## src/rtl/aes_io_sequencer.sv

```systemverilog
// Sequences one AES block at a time: receive plaintext, run the cipher core,
// transmit the ciphertext, with a cipher-timeout watchdog and a sticky error flag.
module aes_io_sequencer #(
  parameter int unsigned TIMEOUT_CYCLES = 4096,
  parameter int unsigned CNT_W          = 16
) (
  input  logic               Clk,
  input  logic               Rst,
  input  logic               Enable,
  output logic               ReadEn,
  input  logic               ReadRy,
  input  logic [127:0]       PT,
  output logic [127:0]       CoreIn,
  output logic               CoreStart,
  input  logic               CoreDone,
  input  logic [127:0]       CoreOut,
  output logic [127:0]       Result,
  output logic               WriteEn,
  input  logic               WriteRy,
  output logic               Busy,
  output logic               Error,
  output logic [CNT_W-1:0]   BlockCount
);

  localparam int unsigned TW = (TIMEOUT_CYCLES > 1) ? $clog2(TIMEOUT_CYCLES) : 1;
  localparam logic [TW-1:0] TLAST = TW'(TIMEOUT_CYCLES - 1);

  typedef enum logic [2:0] {
    IDLE, RECV, LAUNCH, WAIT_CORE, SEND, GAP, ERROR
  } state_t;

  state_t state, nextState;
  logic [TW-1:0] timer;

  always_comb begin
    nextState = state;
    case (state)
      IDLE:      if (Enable) nextState = RECV;
      RECV:      if (ReadRy) nextState = LAUNCH;
                 else if (!Enable) nextState = IDLE;
      LAUNCH:    nextState = WAIT_CORE;
      // CoreDone on the terminal count still completes the block
      WAIT_CORE: if (CoreDone) nextState = SEND;
                 else if (timer == TLAST) nextState = ERROR;
      SEND:      if (WriteRy) nextState = GAP;
      GAP:       nextState = Enable ? RECV : IDLE;
      ERROR:     if (!Enable) nextState = IDLE;
      default:   nextState = IDLE;
    endcase
  end

  // Strobes are registered from the next state so they align with the state itself
  always_ff @(posedge Clk or negedge Rst) begin
    if (!Rst) begin
      state      <= IDLE;
      ReadEn     <= 1'b0;
      CoreStart  <= 1'b0;
      WriteEn    <= 1'b0;
      Busy       <= 1'b0;
      Error      <= 1'b0;
      BlockCount <= '0;
      CoreIn     <= '0;
      Result     <= '0;
      timer      <= '0;
    end else begin
      state     <= nextState;
      ReadEn    <= (nextState == RECV);
      CoreStart <= (nextState == LAUNCH);
      WriteEn   <= (nextState == SEND);
      Busy      <= !((nextState == IDLE) || (nextState == ERROR));
      if (nextState == ERROR) Error <= 1'b1;

      if (state == LAUNCH) timer <= '0;
      else if (state == WAIT_CORE) timer <= timer + 1'b1;

      if ((state == RECV) && ReadRy) CoreIn <= PT;
      if ((state == WAIT_CORE) && CoreDone) Result <= CoreOut;
      if ((state == SEND) && WriteRy) BlockCount <= BlockCount + 1'b1;
    end
  end

endmodule
```

## config.mk

```make
export PLATFORM = sky130hd
export DESIGN_NAME = aes_io_sequencer
export DESIGN_NICKNAME = d
export VERILOG_FILES = /design/src/rtl/aes_io_sequencer.sv
export SDC_FILE = /design/constraint.sdc
export NUM_CORES = 1
export LEC_CHECK = 0
export ABC_AREA = 1
export BUFFER_PORTS_ARGS = -buffer_cell sky130_fd_sc_hd__buf_2
export CELL_PAD_IN_SITES_DETAIL_PLACEMENT = 1
export CELL_PAD_IN_SITES_GLOBAL_PLACEMENT = 2
export CORE_ASPECT_RATIO = 0.7
export CORE_MARGIN = 2
export CORE_UTILIZATION = 26
export CTS_CLUSTER_DIAMETER = 50
export DETAILED_ROUTE_END_ITERATION = 6
export PLACE_DENSITY_LB_ADDON = 0.1
export SLEW_MARGIN = 20
export SYNTH_ARGS = -nofsm -noshare
export SYNTH_HDL_FRONTEND = slang
export SYNTH_SLANG_ARGS = --single-unit
```

## constraint.sdc

```tcl
create_clock -name Clk -period 1.8 [get_ports Clk]
set_clock_uncertainty 0.1 [all_clocks]
set_input_delay 0.45 -clock Clk [delete_from_list [all_inputs] [get_ports Clk]]
set_output_delay 0.45 -clock Clk [all_outputs]
set_load 0.02 [all_outputs]
```

==> metrics.yaml <==
seq_area_um2: 7310
route.detailed.drc: 0
synth_area_per_cell_um2: 8.67
yosysSeqAreaShare_pct: 63.1
seqPwrFrac_pct: 34.3
whs_ns: 0.0293
fin_util_pct: 39.9
final_cells: 2620
ys.flop_type: "dfrtp_1"
cp_cell_sequence: "buf_2"
cts.htree.levels: 2
nFillCells: 5341
syn_to_final_growth_pct: 51.0
cts_setup_buffers: 0
clock_insertion_delay_worst_skew_ns: 0.52
io_buffers: 538
nets: 2255
drtAntennaViolNets: 0
grt_pass1_vias: 11507
path_delay_family: "flip-flops"
dieWidth_um: 256
fmax_ghz: 0.578
max_slew.worst_pin.slew_ns: 0.420
switchingPower_mw: 13.2
grt_max_degree: 47
swShare_pct: 41.8
postPlaceCellArea_um2: 15300
place_hpwl_um: 36100
cts-buffers-inserted: 38
finalSetupViolCount: 0
synth.most_common_cell: "nand2_1"
routed_wirelength_um: 47300
relSlewSlack_pct: 72.0
multi_input_area_um2: 3780
ir_drop_v: 0.000637
synthTopCellsByCount: "nand2_1 (852), dfrtp_1 (292), buf_2 (37)"
cts_buffer_depth: 3
cts_tree: "done"
pwr-share-clk_pct: 25.7
status: "completed"
slew_viol_final: 0
power_density_nw_per_um2: 1810
grt_use_total_pct: 20.2
ys_async_sr_fraction_pct: 100
cp_data_required_time_ns: 1.25
drt_iter0_markers: 585
yosysTopAreaCellShare_pct: 63.1
max_stage_delay_ns: 0.44
drt_pass1_iterations: 5
leakagePower_nw: 9.98
finalHoldViolations: 0
ios: 539
die_area_um2: 46300
finalCriticalPeriod_ns: 1.73
crit_start: "BlockCount[1]"
critPathKind: "register to output port"
std_cell_rows: 64
fin_crit_sh_pct: 96.2
synth_edf_count: 0
core_um2: 43800
rsz0062_at_grt: "yes"
start_kind: "register"
cp_num_buf_inv: 1
wl_per_cell_um: 18.0
crit_slowest_cell: "dfrtp_1"
die_h_um: 181
placedCellCount: 2460
synth.area.top_cells: "dfrtp_1 (63%), nand2_1 (28%), buf_2 (1.6%)"
hp-class: "primary input to register"
ys_ff_latch: 292
synth_cells: 1336
synth_top_area_cell: "dfrtp_1"
intPower_mw: 18.4
min-delay-start: "PT[46]"
yosys_warnings: 0
final_area_um2: 17500
maxCapViolations: 0
cts_sinks: 292
layout-drive-gt1-share_pct: 32.9
end_kind: "output port"
root_buffer: "clkbuf_16"
routed-via-count: 11048
ys_types: 27
worstPathArrival_ns: 1.18
clkSlewWorstSetupHoldPaths_ns: 0.06
cp_max_fo: 5
grt_pass1_wl_um: 72300
timing.rr.start: "state[1]"
start_util_pct: 26.4
antenna_found_initial: 9
synth_fp_nets: 1600
vias_per_cell: 4.22
grt-ovfl-total: 0
gp_congestion: 0.815
comb_power_share_pct: 40.1
netlist_area_um2: 11600
==> per-stage QoR <==
| stage | setup slack, ns | power [mW] | setup TNS [ns] |
|---|---|---|---|
| after detailed placement | 0.121 | 23.7 | 0 |
| after CTS | 0.0225 | 32.1 | 0 |
| after global routing | -0.00443 | 33.8 | -0.00611 |
| final | 0.0685 | 31.6 | 0 |
| after floorplan | 0.271 | 18.0 | 0 |
| after global placement | 0.134 | 23.4 | 0 |
==> routing by layer <==
metal  global-route usage, %  vias to the layer above  part of all wire, %
met5                       0                        -                0.047
met1                    25.2                     5324                   42
li1                        -                     5380                    -
met2                    34.4                      260                   49
met3                    5.40                       80                  6.1
met4                    5.96                        4                  2.7
==> registers in the layout (all words and copies together) (netlist names), 3 cells and up <==
signal	cells
state	3
Result	128
CoreIn	128
timer	12
BlockCount	16
==> logic make-up (layout without fill, tap and decap cells) <==
family                     after synthesis  after routing  synth area share [%]
buffers and inverters                   90            773                  4.35
adders and majority gates                2              2                 0.216
other                                    0              7                     0
xor gates and xnor gates                 9              9                 0.681
DFF                                    292            292                  63.1
and+or+nand+nor                        917            917                  30.4
AOI/OAI and AO/OA                       26             26                  1.28
==> power groups by stage <==
stage               Sequential, mW  Combinational (mW)  Clock [mW]
floorplan                     14.2                3.81           0
global placement              10.8                12.6           0
detailed placement            10.9                12.8           0
CTS                           10.8                12.9        8.38
global route                  11.2                13.9        8.68
finish                        10.8                12.7        8.11
==> layout by cell type, fill, tap and decap left out, types with 9 or more instances in the layout <==
cell type      synthesis  routed
nand3_1               16      16
nand2_1              852     852
clkbuf_16              0      41
buf_2                 37     537
dlygate4sd3_1          0      85
inv_1                 32      30
clkinv_2               0       9
nor2_1                30      29
buf_4                  6      29
buf_12                 0      20
o21ai_0               13      13
dfrtp_1              292     291
==> final cells by class <==
class                      count  area share [%]
tap                          594            4.25
clock inverter                19            1.36
multi-input combinational    954            21.6
antenna                        7           0.100
clock buffer                  49            6.27
timing repair buffer         672            23.9
inverter                      33           0.751
sequential                   292            41.8
==> final timing paths <==
kind,slack [ns],depth (start not counted),endpoint
worst max-delay path,0.07,1,BlockCount[1]
worst max register to register,0.14,7,CoreIn[85]
max in group asynchronous,0.61,3,Result[58]
worst min-delay path,0.03,3,CoreIn[46]
min in group asynchronous,0.35,2,Result[113]
worst min register to register,0.36,2,CoreIn[32]
==> what timing repair did <==
item                                    in CTS  in global routing
pin swaps                                    0                  1
endpoints found under the setup margin       1                  2
hold buffers                                85                  0
gates resized for setup                      1                  2
endpoints found under the hold margin      106                  0
No activity file was read; power rests on OpenSTA's default activity.
